**src/rtl/eq_pkg.sv**
```systemverilog
// Shared types and constants for the EQ coefficient fetch path.
package eq_pkg;

    localparam int NUM_BANDS     = 2;
    localparam int NUM_TAPS      = 10;
    localparam int FILT_PER_BAND = 16;
    localparam int GAIN_W        = $clog2(FILT_PER_BAND);
    localparam int COEFF_W       = 16;
    localparam int ADDR_W        = 11;
    localparam int ROM_LAT       = 1;

    // Address arithmetic is done wider than the ROM address, then truncated.
    localparam int AW_EXT = ADDR_W + 4;

    localparam logic [7:0] LAST_TAP  = 8'(NUM_TAPS - 1);
    localparam logic [3:0] LAST_BAND = 4'(NUM_BANDS - 1);

    typedef enum logic [1:0] {
        IDLE  = 2'd0,
        FETCH = 2'd1,
        DRAIN = 2'd2
    } fetch_state_e;

    typedef struct packed {
        logic [COEFF_W-1:0] data;
        logic [7:0]         tap;
        logic [3:0]         band;
        logic               last;
    } coeff_beat_t;

    // ROM word address of (band, gain variant, tap).
    function automatic logic [ADDR_W-1:0] coeff_addr(input logic [3:0]        band,
                                                     input logic [GAIN_W-1:0] gain,
                                                     input logic [7:0]        tap);
        logic [AW_EXT-1:0] a;
        a = (AW_EXT'(band) * AW_EXT'(FILT_PER_BAND) + AW_EXT'(gain)) * AW_EXT'(NUM_TAPS)
            + AW_EXT'(tap);
        return a[ADDR_W-1:0];
    endfunction

endpackage

```
**src/rtl/coeff_skid_fifo.sv**
```systemverilog
// Two-entry FIFO of coefficient beats sitting behind the ROM output stage.
// Push and pop in the same cycle are allowed at any fill level, including full.
module coeff_skid_fifo
    import eq_pkg::*;
(
    input  logic        clk,
    input  logic        reset,
    input  logic        push,
    input  coeff_beat_t push_beat,
    input  logic        pop,
    output coeff_beat_t head,
    output logic [1:0]  count
);

    coeff_beat_t mem [2];
    logic        wr_ptr;
    logic        rd_ptr;

    // Storage: no reset needed, count qualifies the contents.
    always_ff @(posedge clk) begin
        if (push) begin
            mem[wr_ptr] <= push_beat;
        end
    end

    // Pointers and fill count.
    always_ff @(posedge clk) begin
        if (reset) begin
            wr_ptr <= 1'b0;
            rd_ptr <= 1'b0;
            count  <= 2'd0;
        end else begin
            if (push) begin
                wr_ptr <= ~wr_ptr;
            end
            if (pop) begin
                rd_ptr <= ~rd_ptr;
            end
            count <= count + {1'b0, push} - {1'b0, pop};
        end
    end

    assign head = mem[rd_ptr];

endmodule

```
**src/rtl/coeff_fetch_sequencer.sv**
```systemverilog
// Walks the shared coefficient ROM once per sample strobe (band 0 taps 0..N-1,
// then band 1, ...) and streams the coefficients to the MAC.
//
// Handshake: a beat transfers on a cycle where coeff_valid and coeff_ready are
// both high; coeff_valid never drops and coeff_* never change until that cycle.
//
// Storage behind the ROM is the ROM output stage plus a 2-entry FIFO. When the
// FIFO is empty the ROM output stage drives the outputs directly, so the first
// coefficient appears two cycles after the strobe. An address is issued only
// while fewer than two beats are outstanding after this cycle's pop, which keeps
// 1 coeff/clk with ready high and guarantees nothing is lost under back-pressure.
module coeff_fetch_sequencer
    import eq_pkg::*;
(
    input  logic                        clk,
    input  logic                        reset,
    input  logic                        sample_strobe,
    input  logic [NUM_BANDS*GAIN_W-1:0] gain_sel,
    output logic                        busy,
    output logic                        overrun,
    output logic [ADDR_W-1:0]           rom_addr,
    input  logic [COEFF_W-1:0]          rom_data,
    output logic                        coeff_valid,
    input  logic                        coeff_ready,
    output logic [COEFF_W-1:0]          coeff_data,
    output logic [7:0]                  coeff_tap,
    output logic [3:0]                  coeff_band,
    output logic                        coeff_last,
    output logic                        frame_done,
    output fetch_state_e                dbg_state
);

    fetch_state_e state, state_next;

    logic [NUM_BANDS*GAIN_W-1:0] gain_shadow;
    logic [7:0]                  tap_cnt;
    logic [3:0]                  band_cnt;

    // Sideband aligned with rom_addr (req_*) and with rom_data (dat_*).
    logic       req_v, dat_v;
    logic [7:0] req_tap, dat_tap;
    logic [3:0] req_band, dat_band;
    logic       req_last, dat_last;

    logic [NUM_BANDS*GAIN_W-1:0] gain_src;
    logic [GAIN_W-1:0]           cur_gain;
    logic                        last_addr;
    logic [1:0]                  fifo_count;
    logic                        fifo_empty;
    coeff_beat_t                 fifo_head;
    coeff_beat_t                 dat_beat;
    coeff_beat_t                 head;
    logic                        out_v;
    logic                        pop;
    logic                        fifo_push;
    logic                        fifo_pop;
    logic [2:0]                  occupancy;
    logic [2:0]                  occ_after;
    logic                        credit_ok;
    logic                        issue;
    logic                        frame_done_next;
    logic                        overrun_next;

    // Datapath: gain lookup, output selection and issue credit.
    always_comb begin
        gain_src = (state == IDLE) ? gain_sel : gain_shadow;
        cur_gain = '0;
        for (int b = 0; b < NUM_BANDS; b++) begin
            if (band_cnt == 4'(b)) begin
                cur_gain = gain_src[b*GAIN_W +: GAIN_W];
            end
        end
        last_addr = (band_cnt == LAST_BAND) && (tap_cnt == LAST_TAP);

        dat_beat.data = rom_data;
        dat_beat.tap  = dat_tap;
        dat_beat.band = dat_band;
        dat_beat.last = dat_last;

        fifo_empty = (fifo_count == 2'd0);
        out_v      = !fifo_empty || dat_v;
        head       = fifo_empty ? dat_beat : fifo_head;
        pop        = out_v && coeff_ready;
        fifo_pop   = pop && !fifo_empty;
        // ROM output goes to the FIFO unless it leaves directly this cycle.
        fifo_push  = dat_v && !(fifo_empty && coeff_ready);

        occupancy = 3'(req_v) + 3'(dat_v) + 3'(fifo_count);
        occ_after = occupancy - 3'(pop);
        credit_ok = (occ_after < 3'd2);
    end

    // FSM next state, issue decision and pulse outputs.
    always_comb begin
        state_next      = state;
        issue           = 1'b0;
        frame_done_next = 1'b0;
        overrun_next    = 1'b0;
        case (state)
            IDLE: begin
                if (sample_strobe) begin
                    issue      = 1'b1;
                    state_next = FETCH;
                end
            end
            FETCH: begin
                overrun_next = sample_strobe;
                if (credit_ok) begin
                    issue = 1'b1;
                    if (last_addr) begin
                        state_next = DRAIN;
                    end
                end
            end
            DRAIN: begin
                overrun_next = sample_strobe;
                if (occ_after == 3'd0) begin
                    state_next      = IDLE;
                    frame_done_next = 1'b1;
                end
            end
            default: begin
                state_next = IDLE;
            end
        endcase
    end

    // State register and registered pulses.
    always_ff @(posedge clk) begin
        if (reset) begin
            state      <= IDLE;
            frame_done <= 1'b0;
            overrun    <= 1'b0;
        end else begin
            state      <= state_next;
            frame_done <= frame_done_next;
            overrun    <= overrun_next;
        end
    end

    // Gain snapshot: tracks the input while idle, frozen during a frame.
    always_ff @(posedge clk) begin
        if (reset) begin
            gain_shadow <= '0;
        end else if (state == IDLE) begin
            gain_shadow <= gain_sel;
        end
    end

    // Tap/band walk, registered ROM address and the sideband pipe.
    always_ff @(posedge clk) begin
        if (reset) begin
            tap_cnt  <= '0;
            band_cnt <= '0;
            rom_addr <= '0;
            req_v    <= 1'b0;
            req_tap  <= '0;
            req_band <= '0;
            req_last <= 1'b0;
            dat_v    <= 1'b0;
            dat_tap  <= '0;
            dat_band <= '0;
            dat_last <= 1'b0;
        end else begin
            req_v <= issue;
            if (issue) begin
                rom_addr <= coeff_addr(band_cnt, cur_gain, tap_cnt);
                req_tap  <= tap_cnt;
                req_band <= band_cnt;
                req_last <= (tap_cnt == LAST_TAP);
                if (tap_cnt == LAST_TAP) begin
                    tap_cnt  <= '0;
                    band_cnt <= (band_cnt == LAST_BAND) ? 4'd0 : band_cnt + 4'd1;
                end else begin
                    tap_cnt <= tap_cnt + 8'd1;
                end
            end
            dat_v    <= req_v;
            dat_tap  <= req_tap;
            dat_band <= req_band;
            dat_last <= req_last;
        end
    end

    coeff_skid_fifo u_fifo (
        .clk       (clk),
        .reset     (reset),
        .push      (fifo_push),
        .push_beat (dat_beat),
        .pop       (fifo_pop),
        .head      (fifo_head),
        .count     (fifo_count)
    );

    assign busy        = (state != IDLE);
    assign coeff_valid = out_v;
    assign coeff_data  = head.data;
    assign coeff_tap   = head.tap;
    assign coeff_band  = head.band;
    assign coeff_last  = head.last;
    assign dbg_state   = state;

endmodule
```
**config.mk**
```make
export PLATFORM = sky130hd
export DESIGN_NAME = coeff_fetch_sequencer
export DESIGN_NICKNAME = d
export VERILOG_FILES = /design/src/rtl/eq_pkg.sv /design/src/rtl/coeff_skid_fifo.sv /design/src/rtl/coeff_fetch_sequencer.sv
export SDC_FILE = /design/constraint.sdc
export NUM_CORES = 1
export LEC_CHECK = 0
export CAP_MARGIN = 20
export CORE_ASPECT_RATIO = 1.2
export CORE_UTILIZATION = 60
export CTS_CLUSTER_DIAMETER = 80
export DETAILED_ROUTE_END_ITERATION = 8
export DONT_BUFFER_PORTS = 1
export HOLD_SLACK_MARGIN = 0.12
export PLACE_DENSITY = 0.74
export REMOVE_ABC_BUFFERS = 1
export SKIP_CTS_REPAIR_TIMING = 1
export SYNTH_ARGS = -nofsm -noshare
export SYNTH_HDL_FRONTEND = slang
export SYNTH_SLANG_ARGS = --single-unit
export TNS_END_PERCENT = 5
```
**constraint.sdc**
```tcl
create_clock -name clk -period 8.1 [get_ports clk]
set_clock_uncertainty 0.2 [all_clocks]
set_input_delay 0.405 -clock clk [delete_from_list [all_inputs] [get_ports clk]]
set_output_delay 0.405 -clock clk [all_outputs]
set_load 0.005 [all_outputs]
```
### After elaboration in Yosys (flattened, before gate mapping)

Memory sizes are Yosys's and may differ from the RTL's. A register that Yosys moved wholly into a read port is not among the register bits.
Cells that the tools add are included.

| word-level totals | value |
|---|---|
| bits in writable memories | 58 |
| register bits | 67 |
| memories | 1 |
| input port bits | 28 |

Memory list:

| name | words | bits a word | read ports | clocked after memory_dff | write ports | line | text |
|---|---|---|---|---|---|---|---|
| u_fifo.mem | 2 | 29 | 1 | 1 | 1 | coeff_skid_fifo.sv:15 | `coeff_beat_t mem [2];` |

| cells by class | value |
|---|---|
| eq/ne operators | 8 |
| bitwise logic cells | 4 |
| $mul | 1 |
| multiplexer cells | 19 |
| add/subtract/negate cells | 9 |
| magnitude comparators | 1 |
| reductions and logical operators | 18 |

Operator list:

| cell | number |
|---|---|
| $mux 29 | 1 |
| $mux 8 | 2 |
| $mux 4 | 3 |
| $add 11x8->11 | 1 |
| $mul 9x3->10 const B | 1 |
| $add 8x4->9 | 1 |
| $add 8x1->8 const B | 1 |
| $eq 8x4->1 const B | 1 |
| $mux 2 | 4 |
| $ne 2x2->1 const B | 4 |
| $mux 1 | 7 |
| $pmux 2 s3 | 1 |
| $reduce_or 2->1 | 3 |
| $logic_and 1x1->1 | 5 |
| $add 4x1->4 const B | 1 |
| $eq 4x1->1 const B | 1 |
| $logic_not 2->1 | 2 |
| $logic_not 4->1 | 1 |
| $not 1->1 | 4 |
| $reduce_and 4->1 | 1 |
| $add 2x2->3 | 1 |
| $logic_not 3->1 | 1 |
| $lt 3x2->1 const B | 1 |
| $sub 3x1->3 | 1 |
| other kinds (10) | 11 |

### Longest topological paths before layout

| logic depth | value |
|---|---|
| depth in word-level cells | 9 |
| gate-level depth with buffers | 17 |
| gate-level depth less buffers | 16 |

### Cells and area by module

From an unflattened synthesis, not the netlist that was laid out.

| second synthesis, totals | value |
|---|---|
| cells, all modules | 489 |
| area, all modules | 5761.8 µm² |

By module, submodules not included:

| module | cells each | area each (µm²) | sequential area each (µm²) | times used |
|---|---|---|---|---|
| coeff_fetch_sequencer | 380 | 3422.0 | 1241.2 | 1 |
| coeff_skid_fifo | 109 | 2339.7 | 1841.8 | 1 |

### Least setup slack after synthesis

No wires, ideal clock.

| path | value |
|---|---|
| path kind | reg-to-reg |
| from | reg state[1] (netlist: dbg_state[1]) |
| to | reg rom_addr[10] |
| clock period less this slack | 4.152 ns |
| path slack | 3.948 ns |
| data arrival time | 3.861 ns |
| stages on the path, launching flop included | 17 |
| library setup time | 0.091 ns |
| cell sequence | dfxtp_1 inv_1 ha_1 buf_1 mux2i_1 nand2_1 and3_1 ha_1 ha_1 fa_1 xor2_1 ha_1 nor3_1 nor2_1 o221ai_1 or3b_1 a311oi_1 |

| between the ends | value |
|---|---|
| longest elaborated chain between the ends | 7 |
| elaborated cells on any way between the ends | 9 |
| those cells by class | add/sub: 2; mul: 1; eq/ne: 1; mux: 4; reduce/logical: 1 |

Ends and longest elaborated chain:

| what | line | text |
|---|---|---|
| start: declaration | coeff_fetch_sequencer.sv:33 | `fetch_state_e state, state_next;` |
| start signal: assignment | coeff_fetch_sequencer.sv:135 | `state <= state_next;` |
| $logic_not 2->1 | coeff_fetch_sequencer.sv:66, coeff_fetch_sequencer.sv:99 |  |
| $mux 8 | - |  |
| $mux 4 (2 in a row) | coeff_fetch_sequencer.sv:69 | `if (band_cnt == 4'(b)) begin` |
| $add 8x4->9 | eq_pkg.sv:36 | `a = (AW_EXT'(band) * AW_EXT'(FILT_PER_BAND) + AW_EXT'(gain)) * AW_EXT'(NUM_TAPS)` |
| $mul 9x3->10 | eq_pkg.sv:36 |  |
| $add 11x8->11 | eq_pkg.sv:37 | `+ AW_EXT'(tap);` |
| end signal: assignment | coeff_fetch_sequencer.sv:167 | `rom_addr <= coeff_addr(band_cnt, cur_gain, tap_cnt);` |
| end: declaration | coeff_fetch_sequencer.sv:21 | `output logic [ADDR_W-1:0] rom_addr,` |

Parallel ways exist; a longest one is shown, timed or not.
A chain may end at the register's enable or synchronous reset.

### Final worst setup path

| path | value |
|---|---|
| from | reg state[0] (netlist: dbg_state[0]) |
| to | reg rom_addr[7] |

The elaborated chain is that of the path after synthesis.

==> impl_metrics.csv <==
group,metric,value,unit
synthesis,ys_seq_elements,125,
die,row_count,38,
synthesis,synth_common_cells,"nand2_1 (70), dfxtp_1 (67), edfxtp_1 (58)",
timing,max_freq,211,MHz
critical_path,path_cells,"inv_1 -> ha_1 -> mux2i_1 -> nand2b_1 -> and3_1 -> ha_1 -> ha_1 -> fa_1 -> xor2_1 -> ha_1 -> nand3_1 -> o211ai_1 -> or3_1 -> nand3_1 -> a21oi_1 -> dlygate4sd3_1",
placed_design,numPortBuffers,0,
critical_path,path_common_cell,"ha_1",
cts,cts.clk_slew.worst_paths,0.06,ns
run,drv_cap,0,
cts,clk_latency,0.51,ns
layout,drive_above_1_share,7.64,%
placed_design,hpwl,6220,um
layout,seq_area,3080,um2
global_route,grtUsageMet3,6.57,%
timing,worst_slew_pin_slew,1.05,ns
critical_path,cp.arrival,4.94,ns
die,initial_core_util,61.8,%
critical_path,start_kind,"register",
timing,post-route-min-period,4.74,ns
timing,max-slew-margin-rel,29.8,%
power_and_ir_drop,ir_drop,0.165,mV
global_route,use_met1,24.6,%
cts,cts_root_buf,"clkbuf_8",
synthesis,syn_inst,522,
synthesis,yosys_warnings,0,
power_and_ir_drop,powerDensity,303,nW/um2
routing,vias_per_cell,5.52,
timing,fin_tns_setup,0,ns
timing,finalCritPeriodShare,58.5,%
run_status,outcome,"completed",
synthesis,synth_most_common_cell,"nand2_1",
cts,cts_made_buffers,17,
routing,dr.pass1.iters,4,
routing,drtAntennaViolNets,0,
critical_path,crit_slowest_cell,"dlygate4sd3_1",
global_route,grt_remaining_overflow,0,
critical_path,rr_worst_depth,16,
timing,hold_violations,0,
synthesis,synth-main-ff-cell,"dfxtp_1",
placed_design,dpl.cell_count,618,
critical_path,cp_slowest_stage_delay,0.55,ns
synthesis,synth.top_cell.area_share,31.1,%
critical_path,path_max_fanout,12,
synthesis,synth_area,5610,um2
global_route,antenna_found_initial,0,
layout,fin_nets,609,
die,die_x,90.3,um
global_route,grt_start_max_net_pins,63,
critical_path,critPathKind,"reg -> reg",
routing,finalWirelength,10200,um
die,coreArea,9080,um2
die,die_h,108,um
cts,cts_max_level,4,
critical_path,worst_setup_path_end_kind,"register",
routing,routedWlPerCell,15.0,um
layout,diodes,0,
global_route,grt_pass1_wl,16400,um
die,dieArea,9740,um2
layout,layout.cells.non_filler,683,
synthesis,synth-edff-count,58,
global_route,use_met2,38.7,%
synthesis,synth_area_leaders,"edfxtp_1 (31%), dfxtp_1 (24%), mux2i_1 (6.8%)",
die,num_io_pins,74,
min_path,hold_path_class,"in -> reg",
min_path,hold_depth,3,
critical_path,cp_data_required_time,8.30,ns
synthesis,avgSynthCellArea,10.7,um2
routing,vias,3772,
power_and_ir_drop,power.static_leakage,2.49,nW
global_route,grt_usage,21.7,%
timing,setup_viol,0,
timing,final-max-slew-violation-count,0,
power_and_ir_drop,total_power,0.00199,W
layout,final.fill_count,673,
cts,clock_sinks,125,
timing,rsz0062_at_grt,"false",
routing,drt_iter0_markers,212,
layout,multi_input_area,2370,um2
layout,synthToLayoutAreaGrowth,17.0,%
synthesis,post_synth_num_cell_types,49,
synthesis,yosys.area.top_type,"edfxtp_1",
synthesis,synthArstFlopShare,0,%
global_route,gr-max-usage-layer,"met2",
placed_design,place.gp.congestion,0.854,
global_route,grt_pass1_vias,3537,
cts,clockBufferDepth,2,
cts,cts_tree,"done",
synthesis,synth.yosys.seq_area_share,55.0,%
routing,drc,0,
==> per-layer routing <==
| layer | vias up | routed length [um] |
|---|---|---|
| met5 | - | 0 |
| met4 | 0 | 114 |
| met3 | 10 | 387 |
| met2 | 88 | 5420 |
| met1 | 1786 | 4310 |
| li1 | 1888 | - |
==> layout make-up <==
| type | instances | share of cell area (%) |
|---|---|---|
| clock buffer | 20 | 6.48 |
| clock inverter | 12 | 1.49 |
| inverter | 14 | 0.800 |
| multi-input combinational | 356 | 36.2 |
| sequential | 125 | 47.0 |
| tap | 120 | 2.29 |
| timing repair buffer | 36 | 5.79 |
==> per-stage QoR <==
step                util (%)  setup WS, ns  hold slack, ns  instance area, um2
floorplan                  -          2.63           0.221                5500
global placement        62.6          3.34           0.228                5680
detailed placement      62.6          3.19           0.236                5680
CTS                     68.4          3.19          -0.273                6210
global route            72.3          3.01           0.126                6570
finish                  72.3          3.36           0.126                6570
==> cells by family (layout without fill, tap and decap cells) <==
kind of cell               count (synthesis)  in the layout  synth area share, %
xor gates and xnor gates                  25             25                 3.90
muxes                                     38             38                 6.78
and+or+nand+nor                          177            177                 15.0
DFF                                      125            125                 55.0
AOI/OAI and AO/OA                         85             85                 8.99
adders and majority gates                 31             31                 7.45
buffers and inverters                     41             82                 2.88
==> state kept, by name, indices dropped and copies added, names as in the netlist, named ones only <==
register / flops
dat_v: 1
u_fifo.rd_ptr: 1
tap_cnt: 8
req_band: 4
frame_done: 1
req_tap: 7
dbg_state: 2
u_fifo.mem: 58
u_fifo.count: 2
overrun: 1
req_last: 1
dat_band: 4
u_fifo.wr_ptr: 1
rom_addr: 11
gain_shadow: 8
dat_tap: 8
band_cnt: 4
req_v: 1
dat_last: 1
==> worst paths after layout <==
check | slack, ns | to | startpoint
worst max-delay path | 3.36 | rom_addr[7] | dbg_state[0]
worst min-delay path | 0.13 | req_v | sample_strobe
worst max register to register | 3.36 | rom_addr[7] | dbg_state[0]
worst min register to register | 0.25 | req_tap[4] | req_tap[4]
==> where the power goes <==
group | total [W] | internal (W) | leakage, nW | switching [W]
combinational | 0.000531 | 0.000218 | 1.17 | 0.000313
sequential | 0.000794 | 0.000723 | 1.07 | 0.0000702
clock | 0.000663 | 0.000402 | 0.250 | 0.000261
==> cell usage in the layout, fill, tap and decap left out, drive strengths merged, types with 5 or more instances in the layout <==
master       instances
nor2                41
nand3                9
inv                 15
xor2                 9
nand2               70
edfxtp              58
xnor2               16
ha                  27
buf                  5
clkbuf              20
nor2b               17
clkinv               7
a211oi               7
o21ai               33
dfxtp               67
nand4                5
nor3                 8
dlygate4sd3         31
and3                 6
mux2i               38
a21oi               29
nand2b               7
==> worst max-delay path, delay by kind of cell, from the launching register on <==
family / cells / cell delay (ns)
AOI/OAI and AO/OA: 2 / 0.21
buffers and inverters: 2 / 0.65
xor gates and xnor gates: 1 / 0.19
muxes: 1 / 0.33
DFF: 1 / 0.34
adders and majority gates: 5 / 1.84
and+or+nand+nor: 5 / 0.86
Power figures use the tool's default switching activity.
